File: config.mk
export PLATFORM = sky130hd
export DESIGN_NAME = upload_arbiter
export DESIGN_NICKNAME = d
export VERILOG_FILES = /design/src/rtl/upload_pkg.sv /design/src/rtl/upload_rr_arb2.sv /design/src/rtl/upload_arbiter.sv
export SDC_FILE = /design/constraint.sdc
export NUM_CORES = 1
export LEC_CHECK = 0
export CORE_MARGIN = 5
export CORE_UTILIZATION = 35
export CTS_CLUSTER_DIAMETER = 120
export DETAILED_ROUTE_END_ITERATION = 10
export GPL_TIMING_DRIVEN = 0
export PLACE_DENSITY = 0.89
export SLEW_MARGIN = 20
export SYNTH_ARGS = -nofsm -noshare
export SYNTH_HDL_FRONTEND = slang
export SYNTH_SLANG_ARGS = --single-unit
File: constraint.sdc
create_clock -name clk -period 1.84 [get_ports clk]
set_input_delay 0.368 -clock clk [delete_from_list [all_inputs] [get_ports clk]]
set_output_delay 0.368 -clock clk [all_outputs]
set_load 0.03 [all_outputs]
File: src/rtl/upload_pkg.sv
// Shared types and widths for the upload arbiter slice.
// State encoding, datapath idle code and field widths.
package upload_pkg;

   typedef enum logic [1:0] {
      IDLE      = 2'd0,
      LOAD      = 2'd1,
      WAIT_BUSY = 2'd2,
      WAIT_DONE = 2'd3
   } arb_state_e;

   localparam logic [1:0] UPLOAD_FSM_IDLE = 2'b00;

   localparam int FLIT_W_DEF  = 16;
   localparam int FLITS_MAX_W = 4;
   localparam int INV_IDS_W   = 4;

endpackage

File: src/rtl/upload_rr_arb2.sv
// Two-way round-robin arbiter with a registered last-grant pointer.
// A tie goes to the source that did not win last time.
module upload_rr_arb2
   import upload_pkg::*;
(
   input  logic       clk,
   input  logic       rst,
   input  logic [1:0] req,
   input  logic       gnt_en,
   output logic [1:0] gnt
);

   logic last_q;
   logic last_d;

   // one-hot grant from the current requests and the pointer
   always_comb begin
      gnt = 2'b00;
      case (req)
         2'b01:   gnt = 2'b01;
         2'b10:   gnt = 2'b10;
         2'b11:   gnt = last_q ? 2'b01 : 2'b10;
         default: gnt = 2'b00;
      endcase
   end

   // pointer moves only when a grant is actually taken
   always_comb begin
      last_d = last_q;
      if (gnt_en && (gnt != 2'b00)) begin
         last_d = gnt[1];
      end
   end

   // pointer starts at 1 so source 0 wins the first tie
   always_ff @(posedge clk or negedge rst) begin
      if (!rst) begin
         last_q <= 1'b1;
      end else begin
         last_q <= last_d;
      end
   end

endmodule

File: src/rtl/upload_arbiter.sv
// Shares one upload datapath between two message sources.
// Grants round-robin, loads the datapath, then tracks it to completion.
module upload_arbiter
   import upload_pkg::*;
#(
   parameter int FLIT_W   = FLIT_W_DEF,
   parameter int START_TO = 4
) (
   input  logic                   clk,
   input  logic                   rst,
   input  logic                   req0_valid,
   input  logic [FLIT_W-1:0]      req0_head_flit,
   input  logic [FLIT_W-1:0]      req0_addrhi,
   input  logic [FLIT_W-1:0]      req0_addrlo,
   input  logic [FLITS_MAX_W-1:0] req0_flits_max,
   input  logic                   req0_en_inv_ids,
   input  logic [INV_IDS_W-1:0]   req0_inv_ids,
   input  logic                   req1_valid,
   input  logic [FLIT_W-1:0]      req1_head_flit,
   input  logic [FLIT_W-1:0]      req1_addrhi,
   input  logic [FLIT_W-1:0]      req1_addrlo,
   input  logic [FLITS_MAX_W-1:0] req1_flits_max,
   input  logic                   req1_en_inv_ids,
   input  logic [INV_IDS_W-1:0]   req1_inv_ids,
   output logic                   req0_ack,
   output logic                   req1_ack,
   input  logic [1:0]             up_fsm_state,
   output logic                   up_v_flits_in,
   output logic [FLIT_W-1:0]      up_head_flit,
   output logic [FLIT_W-1:0]      up_addrhi,
   output logic [FLIT_W-1:0]      up_addrlo,
   output logic [FLITS_MAX_W-1:0] up_flits_max,
   output logic                   up_en_inv_ids,
   output logic [INV_IDS_W-1:0]   up_inv_ids,
   output logic                   grant_id,
   output logic                   busy,
   output logic                   start_err
);

   localparam logic [3:0] TO_LAST = 4'(START_TO - 1);

   arb_state_e state_q, state_d;
   logic [3:0] cnt_q, cnt_d;
   logic err_q, err_d;
   logic gid_q, gid_d;

   logic [FLIT_W-1:0]      head_q, head_d;
   logic [FLIT_W-1:0]      hi_q, hi_d;
   logic [FLIT_W-1:0]      lo_q, lo_d;
   logic [FLITS_MAX_W-1:0] fm_q, fm_d;
   logic                   en_q, en_d;
   logic [INV_IDS_W-1:0]   ids_q, ids_d;

   logic [1:0] gnt;
   logic       arb_en;

   assign arb_en = (state_q == IDLE);

   upload_rr_arb2 u_arb (
      .clk    (clk),
      .rst    (rst),
      .req    ({req1_valid, req0_valid}),
      .gnt_en (arb_en),
      .gnt    (gnt)
   );

   // next state, watchdog and hold-register capture
   always_comb begin
      state_d = state_q;
      cnt_d   = cnt_q;
      err_d   = err_q;
      gid_d   = gid_q;
      head_d  = head_q;
      hi_d    = hi_q;
      lo_d    = lo_q;
      fm_d    = fm_q;
      en_d    = en_q;
      ids_d   = ids_q;
      case (state_q)
         IDLE: begin
            if (gnt != 2'b00) begin
               gid_d   = gnt[1];
               state_d = LOAD;
               if (gnt[1]) begin
                  head_d = req1_head_flit;
                  hi_d   = req1_addrhi;
                  lo_d   = req1_addrlo;
                  fm_d   = req1_flits_max;
                  en_d   = req1_en_inv_ids;
                  ids_d  = req1_inv_ids;
               end else begin
                  head_d = req0_head_flit;
                  hi_d   = req0_addrhi;
                  lo_d   = req0_addrlo;
                  fm_d   = req0_flits_max;
                  en_d   = req0_en_inv_ids;
                  ids_d  = req0_inv_ids;
               end
            end
         end
         LOAD: begin
            state_d = WAIT_BUSY;
            cnt_d   = '0;
         end
         WAIT_BUSY: begin
            if (up_fsm_state != UPLOAD_FSM_IDLE) begin
               state_d = WAIT_DONE;
            end else if (cnt_q == TO_LAST) begin
               state_d = IDLE;
               err_d   = 1'b1;
            end else begin
               cnt_d = cnt_q + 4'd1;
            end
         end
         WAIT_DONE: begin
            if (up_fsm_state == UPLOAD_FSM_IDLE) begin
               state_d = IDLE;
            end
         end
         default: state_d = IDLE;
      endcase
   end

   // state, watchdog and hold registers
   always_ff @(posedge clk or negedge rst) begin
      if (!rst) begin
         state_q <= IDLE;
         cnt_q   <= '0;
         err_q   <= 1'b0;
         gid_q   <= 1'b0;
         head_q  <= '0;
         hi_q    <= '0;
         lo_q    <= '0;
         fm_q    <= '0;
         en_q    <= 1'b0;
         ids_q   <= '0;
      end else begin
         state_q <= state_d;
         cnt_q   <= cnt_d;
         err_q   <= err_d;
         gid_q   <= gid_d;
         head_q  <= head_d;
         hi_q    <= hi_d;
         lo_q    <= lo_d;
         fm_q    <= fm_d;
         en_q    <= en_d;
         ids_q   <= ids_d;
      end
   end

   assign up_v_flits_in = (state_q == LOAD);
   assign req0_ack      = (state_q == LOAD) && !gid_q;
   assign req1_ack      = (state_q == LOAD) && gid_q;
   assign up_en_inv_ids = (state_q == LOAD) && en_q;
   assign up_head_flit  = head_q;
   assign up_addrhi     = hi_q;
   assign up_addrlo     = lo_q;
   assign up_flits_max  = fm_q;
   assign up_inv_ids    = ids_q;
   assign grant_id      = gid_q;
   assign busy          = (state_q != IDLE);
   assign start_err     = err_q;

endmodule

==> impl_metrics.tcl, run 1 <==
set metrics [dict create \
    clk_pin_slew_ns 0.08 \
    rsz0062_at_grt "false" \
    wl_um 10500 \
    nets 632 \
    critPathSlowestCell "clkdlybuf4s50_1" \
    wl_per_cell_um 17.0 \
    max_freq_ghz 0.563 \
    worstPathArrival_ns 1.41 \
    cts_buffers 9 \
    ant_nets 0 \
    drv_slew 0 \
    syn_area_um2 3170 \
    antenna_cells 0 \
    dp_cells 595 \
    ys_ff_latch 66 \
    grt_usage 0.188 \
    grt_pass1_vias 3276 \
    setup_ws_ns 0.0644 \
    final_common_cell "clkdlybuf4s50_1" \
    clk_path_buf_depth 2 \
    layout_min_cycle_time_ns 1.78 \
    p_leak_nw 2.37 \
    crit_chain "clkdlybuf4s50_1" \
    cts_max_level 3 \
    synth_flop_cell "dfrtp_1" \
    slowest_delay_ns 0.71 \
    setup_viol 0 \
    critPathBufInv 1 \
    setup_tns_ns 0 \
    hold_viol_final 0 \
    power.density_nw_per_um2 1550 \
    cts.sinks 66 \
    yosysWarningCount 0 \
    row_count 34 \
    dp_slack_ns -0.667 \
    finalCritPeriodShare 0.965 \
    maxCapViolCount 0 \
    synth-async-reset-ratio 1.00 \
    synthToLayoutAreaGrowth_pct 71.6 \
    place.gp.congestion 0.801 \
    antenna_found_initial 0 \
    crit_type "register to primary output" \
    drtIter0Drc 74 \
    ir_drop_mv 0.748 \
    finish.utilization 0.621 \
    yosys.area.top_type_share 0.513 \
    status "finished clean" \
    start_util 0.362 \
    fin_skew_ns 0.00726 \
    cts_tree "built" \
    yosys.area.top_type "dfrtp_1" \
    avgSynthCellArea_um2 10.4 \
    grt_max_degree 37 \
    most-common-layout-cells "173 x clkdlybuf4s50_1, 65 x dfrtp_1, 60 x o21ai_0" \
    drc 0 \
    dpl.hpwl_um 8410 \
    via_count 3108 \
    core_region_area_um2 8760 \
    relSlewSlack 0.667 \
    tightest_slew_ns 0.494 \
    synth-seq-area-share 0.522 \
    die_h_um 105 \
    dieArea_um2 11100 \
    min_path_type "input pin to register" \
    final_layout_size_suffix_gt1_frac 0.117 \
    cts-root-buf "clkbuf_8" \
    port_buffers 182 \
    vias_per_cell 5.01 \
    dr.pass1.iters 4 \
    synth-edff-count 0 \
    yosys-top-cells-area "dfrtp_1 51%, mux2i_1 18%, o21ai_0 9.5%" \
    grt_pass1_wl_um 16800 \
    layout.cells.non_filler 620 \
    ios 183 \
    ys_types 33 \
    clk_latency_ns 0.33 \
    required_ns 1.47 \
    die_width_um 105 \
    syn-num-nets 429 \
    path_max_fanout 2 \
    grt_overflow 0 \
    cp-start-kind "register" \
    critical-path-top-delay-family "buffers and inverters" \
    worstSetupEndpointType "primary output" \
    syn_inst 304 \
]
==> through the flow <==
step | total power, mW | hold WS, ns | cell area, um^2
after global placement | 7.10 | 0.459 | 5120
final | 8.45 | 0.441 | 5440
after CTS | 8.46 | 0.485 | 5390
after global routing | 8.99 | 0.439 | 5440
after detailed placement | 7.29 | 0.329 | 5140
after floorplan | 5.13 | 0.0724 | 3170
==> report_power, final <==
part	leakage (nW)	internal [mW]	switching [mW]
Combinational	1.47	2.06	2.85
Sequential	0.822	2.13	0.367
Clock	0.0810	0.483	0.566
==> per-layer routing <==
metal | share of wire | up-vias | GRT usage
li1 | - | 1472 | -
met2 | 0.53 | 144 | 0.335
met1 | 0.37 | 1466 | 0.211
met3 | 0.078 | 26 | 0.0617
met5 | 0 | - | 0
met4 | 0.025 | 0 | 0.0639
==> worst min-delay path, stage by stage <==
cell and delay, ns:
dlymetal6s2s_1 0.18, a21oi_1 0.17, a31oi_1 0.05
==> Yosys cell counts (2+ instances only) <==
cell,count
dfrtp_1,65
and2_1,2
o221ai_1,2
inv_1,6
o21ai_0,60
nand2_1,59
buf_4,3
ha_1,5
o211ai_1,6
mux2i_1,57
nand2b_1,2
or3b_2,3
buf_2,8
clkbuf_1,7
==> cell families (layout without fill, tap and decap cells) <==
group                      after synthesis  after routing  synth area share
DFF                                     66             66             0.522
muxes                                   57             57             0.180
and+or+nand+nor                         73             73             0.102
adders and majority gates                5              5            0.0197
buffers and inverters                   24            232            0.0352
AOI/OAI and AO/OA                       79             79             0.141
==> flip-flops by register name, indices dropped and copies added (netlist names) <==
register	cells
up_addrhi	16
grant_id	1
up_inv_ids	4
en_q	1
up_addrlo	16
up_flits_max	4
start_err	1
up_head_flit	16
state_q	2
u_arb.last_q	1
cnt_q	4
==> cell type report <==
cell class                      instances  area (um^2)
Clock buffer                            9          124
Inverter                                6         22.5
Sequential cell                        66         1650
Timing Repair Buffer                  192         1900
Clock inverter                          7         46.3
Tap cell                              108          135
Fill cell                             730         3330
Multi-Input combinational cell        214         1460
Buffer                                 18          101
==> worst paths after layout <==
path,cells after the start,to,slack [ns],start
worst max-delay path,1,up_head_flit[0],0.06,up_head_flit[0]
worst min-delay path,3,u_arb.last_q,0.44,req1_valid
worst max register to register,6,cnt_q[2],0.07,state_q[0]
worst min register to register,2,up_head_flit[7],0.48,up_head_flit[7]
max in group asynchronous,3,up_addrhi[4],0.77,rst
min in group asynchronous,2,up_addrlo[0],0.53,rst
==> timing repair <==
item | in CTS | in global routing
hold buffers | 1 | 0
resized for setup | 29 | 11
buffers inserted | 5 | 3
endpoints found under the setup margin | 64 | 35
pin swaps | 0 | 5
endpoints found under the hold margin | 29 | 0
No activity file was read; power rests on OpenSTA's default activity.
==> run 2, diff against run 1 <==
Settings changed: CTS_BUF_LIST set to sky130_fd_sc_hd__clkbuf_16.
==> run 2 against run 1 <==
Against the previous run:
- sequential share of layout area shrank 0.58 points
- largest cell class unchanged
- die area is the same
- clock power grew 46%
- global-route usage shrank 0.054 points
- clock skew shrank 0.00064 ns
- count of clock-buffer cells in the layout is the same
- via count shrank 1.4%
- critical path depth grew 4
- first-iteration DRC count shrank 22%
- sequential cell count is the same
- sequential power is essentially flat
==> impl_metrics.tcl, run 2 (synthesis results as in run 1) <==
set metrics [dict create \
    dieArea_um2 11100 \
    stdcell_area_um2 5540 \
    crit_chain "inv_2, ha_4, or3b_4, or4_4, a21boi_2" \
    cts_tree "built" \
    min_path_type "input pin to register" \
    grt_pass1_wl_um 16900 \
    p_leak_nw 2.41 \
    grt_pass1_vias 3265 \
    grt_usage 0.188 \
    ant_nets 0 \
    row_count 34 \
    clk_pin_slew_ns 0.06 \
    ios 183 \
    die_width_um 105 \
    port_buffers 182 \
    cp-start-kind "register" \
    drtIter0Drc 58 \
    dpl_cell_area_um2 5140 \
    layout.cells.non_filler 618 \
    relSlewSlack 0.698 \
    wl_per_cell_um 17.1 \
    vias_per_cell 4.96 \
    clk_path_buf_depth 2 \
    grt_max_degree 37 \
    required_ns 2.09 \
    place.gp.congestion 0.801 \
    dp_cells 595 \
    worstPathArrival_ns 2.04 \
    via_count 3066 \
    final_layout_size_suffix_gt1_frac 0.114 \
    dr.pass1.iters 4 \
    max_freq_ghz 0.557 \
    antenna_found_initial 0 \
    worstSetupEndpointType "register" \
    setup_tns_ns 0 \
    grt_overflow 0 \
    finalCritPeriodShare 0.976 \
    nets 630 \
    power.density_nw_per_um2 1610 \
    ir_drop_mv 0.809 \
    cts.sinks 66 \
    die_h_um 105 \
    cts-root-buf "clkbuf_16" \
    fin_skew_ns 0.00662 \
    cts_max_level 3 \
    clk_latency_ns 0.31 \
    setup_ws_ns 0.0436 \
    layout_min_cycle_time_ns 1.80 \
    maxCapViolCount 0 \
    antenna_cells 0 \
    drv_slew 0 \
    dpl.hpwl_um 8410 \
    path_max_fanout 3 \
    crit_type "register to register" \
    synthToLayoutAreaGrowth_pct 75.0 \
    wl_um 10600 \
    cts_buffers 9 \
    dp_slack_ns -0.667 \
    critPathSlowestCell "or4_4" \
    hold_viol_final 0 \
    tightest_slew_ns 0.448 \
    drc 0 \
    start_util 0.362 \
    most-common-layout-cells "174 x clkdlybuf4s50_1, 65 x dfrtp_1, 60 x o21ai_0" \
    final_common_cell "clkdlybuf4s50_1" \
    status "finished clean" \
    core_region_area_um2 8760 \
    setup_viol 0 \
    slowest_delay_ns 0.42 \
]
-- run 2: cell types whose count changed in the layout (fill, tap and decap cells not counted), sizes merged --
cell	delta
buf	-2
clkdlybuf4s15	+1
clkdlybuf4s50	+1
clkbuf	-1
dlymetal6s2s	-1
-- run 2: path summary, 6_finish.rpt --
kind | startpoint | endpoint | slack, ns | cells past startpoint
max | state_q[0] | cnt_q[3] | 0.04 | 5
min | req0_valid | u_arb.last_q | 0.45 | 2
max reg2reg | state_q[0] | cnt_q[3] | 0.04 | 5
min reg2reg | up_head_flit[3] | up_head_flit[3] | 0.48 | 2
max in group asynchronous | rst | up_addrhi[7] | 0.74 | 3
min in group asynchronous | rst | up_inv_ids[2] | 0.56 | 2
-- run 2: power by group --
part / total [mW] / switching, mW / internal [mW]
Sequential: 2.51 / 0.373 / 2.13
Clock: 1.53 / 0.628 / 0.905
Combinational: 4.90 / 2.84 / 2.06
-- run 2: critical path: cells and delay by family, from the launching register on --
family / cells / cell delay [ns]
buffers and inverters: 1 / 0.09
adder cells (fa/ha/maj): 1 / 0.28
AO/OA/AOI/OAI: 1 / 0.14
flip-flops: 1 / 0.41
AND/OR/NAND/NOR: 2 / 0.81
-- run 2: per-layer routing --
layer  GRT usage  up-vias  routed length [um]
met5           0        -                   0
met4      0.0612        0                 245
met3      0.0580       22                 780
met2       0.335      122                5580
met1       0.213     1454                3960
li1            -     1468                   -
-- run 2: through the flow --
stage          hold WS, ns  total power [mW]   util
2_1_floorplan       0.0724              5.13      -
3_3_place_gp         0.459              7.10  0.585
3_5_place_dp         0.329              7.29  0.587
4_1_cts              0.481              8.95  0.627
5_1_grt              0.469              9.47  0.633
6_report             0.450              8.94  0.633
-- run 2: area by class of cell --
class | count | area (um^2)
tap | 108 | 135
inverter | 6 | 22.5
timing repair buffer | 190 | 1890
clock inverter | 7 | 46.3
fill | 720 | 3220
multi-input combinational | 214 | 1480
clock buffer | 9 | 225
sequential | 66 | 1650
buffer | 18 | 101
-- run 2: repair_timing --
| item | in CTS | in global routing |
|---|---|---|
| gates cloned | 0 | 0 |
| pin swaps | 1 | 5 |
| endpoints found under the setup margin | 63 | 54 |
| hold buffers | 1 | 0 |
| endpoints found under the hold margin | 28 | 0 |
| resized for setup | 28 | 12 |
| buffers inserted | 4 | 2 |
==> run 3, diff against run 2 <==
Settings changed: CORE_UTILIZATION 35 to 41, PLACE_DENSITY 0.89 to 0.95.
Clock period 1.84 ns to 2.2 ns, I/O delays scaled along.
==> run 3 against run 2 <==
Against the previous run:
- clock skew hardly changed
- utilization increased by 7.9 points
- sequential cell count unchanged
- global-route usage grew 2.1 points
- clock power down 13%
- routed wire length fell by 4.0%
- worst setup slack improved by 0.078 ns
- combinational power shrank 20%
- hold slack worse by 0.38 ns
- power is 18% lower
- die area down 13%
- critical path type is now register to primary output
- highest routed layer unchanged
==> impl_metrics.tcl, run 3 (synthesis results as in run 1) <==
set metrics [dict create \
    drc 0 \
    fin_skew_ns 0.00617 \
    clk_latency_ns 0.31 \
    clk_pin_slew_ns 0.05 \
    stdcell_area_um2 5410 \
    wl_per_cell_um 16.8 \
    worst-r2r-setup-slack_ns 0.20 \
    worstSetupEndpointType "primary output" \
    die_width_um 97.9 \
    finalCritPeriodShare 0.945 \
    core_region_area_um2 7610 \
    relSlewSlack 0.549 \
    row_count 32 \
    die_h_um 97.9 \
    cts-root-buf "clkbuf_16" \
    most-common-layout-cells "176 x clkdlybuf4s50_1, 65 x dfrtp_1, 60 x o21ai_0" \
    via_count 3038 \
    clk_path_buf_depth 2 \
    hold_viol_final 0 \
    vias_per_cell 5.02 \
    required_ns 1.76 \
    dp_cells 589 \
    dr.pass1.iters 4 \
    max_freq_ghz 0.481 \
    final_common_cell "clkdlybuf4s50_1" \
    drv_slew 0 \
    fillers 574 \
    grt_overflow 0 \
    p_leak_nw 2.36 \
    drtIter0Drc 77 \
    dieArea_um2 9580 \
    layout_min_cycle_time_ns 2.08 \
    dpl.hpwl_um 8100 \
    grt_max_degree 35 \
    start_util 0.416 \
    maxCapViolCount 0 \
    nets 623 \
    cts_buffers 9 \
    ir_drop_mv 0.705 \
    post_cts_buffers 0 \
    cts.sinks 66 \
    synthToLayoutAreaGrowth_pct 70.8 \
    tightest_slew_ns 0.674 \
    r2r_end "cnt_q[3]" \
    rr_worst_depth 5 \
    power.density_nw_per_um2 1360 \
    layout.cells.non_filler 605 \
    hold_buffers 0 \
    grt_pass1_vias 3229 \
    grt_pass1_wl_um 16200 \
    final_layout_size_suffix_gt1_frac 0.0636 \
    port_buffers 182 \
    cts_max_level 3 \
    ios 183 \
    rsz0062_at_grt "false" \
    total_power_mw 7.34 \
    status "finished clean" \
    wl_um 10100 \
    grt_usage 0.209 \
    worstPathArrival_ns 1.64 \
    dpl_cell_area_um2 5130 \
    cp-start-kind "register" \
    cts_tree "built" \
    crit_type "register to primary output" \
    r2r-start "state_q[1]" \
    path_max_fanout 6 \
    antenna_cells 0 \
    antenna_found_initial 0 \
    place.gp.congestion 0.805 \
    ant_nets 0 \
    min_path_type "input pin to asynchronous set/reset pin" \
    setup_viol 0 \
]
-- run 3: cell type report --
class / count / area (um^2) / area share
buffer: 18 / 88.8 / 0.0164
clock buffer: 9 / 225 / 0.0416
clock inverter: 7 / 53.8 / 0.00994
inverter: 6 / 22.5 / 0.00416
multi-input combinational: 214 / 1410 / 0.260
sequential: 66 / 1650 / 0.305
tap: 102 / 128 / 0.0236
timing repair buffer: 183 / 1830 / 0.339
-- run 3: how the worst max path moves through the flow --
stage | slack (ns) | depth (start not counted) | to | start
after floorplan | 0.38 | 5 | cnt_q[3] | state_q[1]
after global placement | -1.39 | 1 | up_addrlo[12] | rst
after detailed placement | -0.36 | 6 | up_addrlo[3] | req0_valid
after CTS | 0.12 | 4 | busy | state_q[0]
after global routing | 0.005 | 7 | up_inv_ids[1] | state_q[1]
final | 0.12 | 4 | busy | state_q[0]
-- run 3: power breakdown --
part | total [mW] | switching, mW | internal, mW
Combinational | 3.90 | 2.31 | 1.60
Sequential | 2.10 | 0.320 | 1.78
Clock | 1.33 | 0.480 | 0.854
-- run 3: worst max-delay path, cell delays in order, from the launching register on --
cell           delay (ns)
dfrtp_1              0.40
inv_1                0.10
ha_1                 0.28
inv_1                0.12
dlygate4sd2_1        0.42
-- run 3: metrics by stage --
| stage | TNS [ns] | hold WS (ns) | setup slack (ns) | util |
|---|---|---|---|---|
| final | 0 | 0.0708 | 0.121 | 0.711 |
| after global routing | 0 | 0.104 | 0.00535 | 0.711 |
| after CTS | 0 | 0.0836 | 0.119 | 0.711 |
| after detailed placement | -10.97 | 0.419 | -0.365 | 0.675 |
| after global placement | -97.88 | 0.461 | -1.39 | 0.673 |
| after floorplan | 0 | 0.144 | 0.375 | - |
-- run 3: repair_timing --
action,in CTS,in global routing
hold endpoints to repair,0,0
endpoints found under the setup margin,15,0
gates resized for setup,6,0
-- run 3: metal layers --
metal	vias up	track usage	routed length, um
met3	14	0.0721	695
met5	-	0	0
met2	123	0.380	5450
met4	0	0.0447	125
li1	1454	-	-
met1	1447	0.237	3880
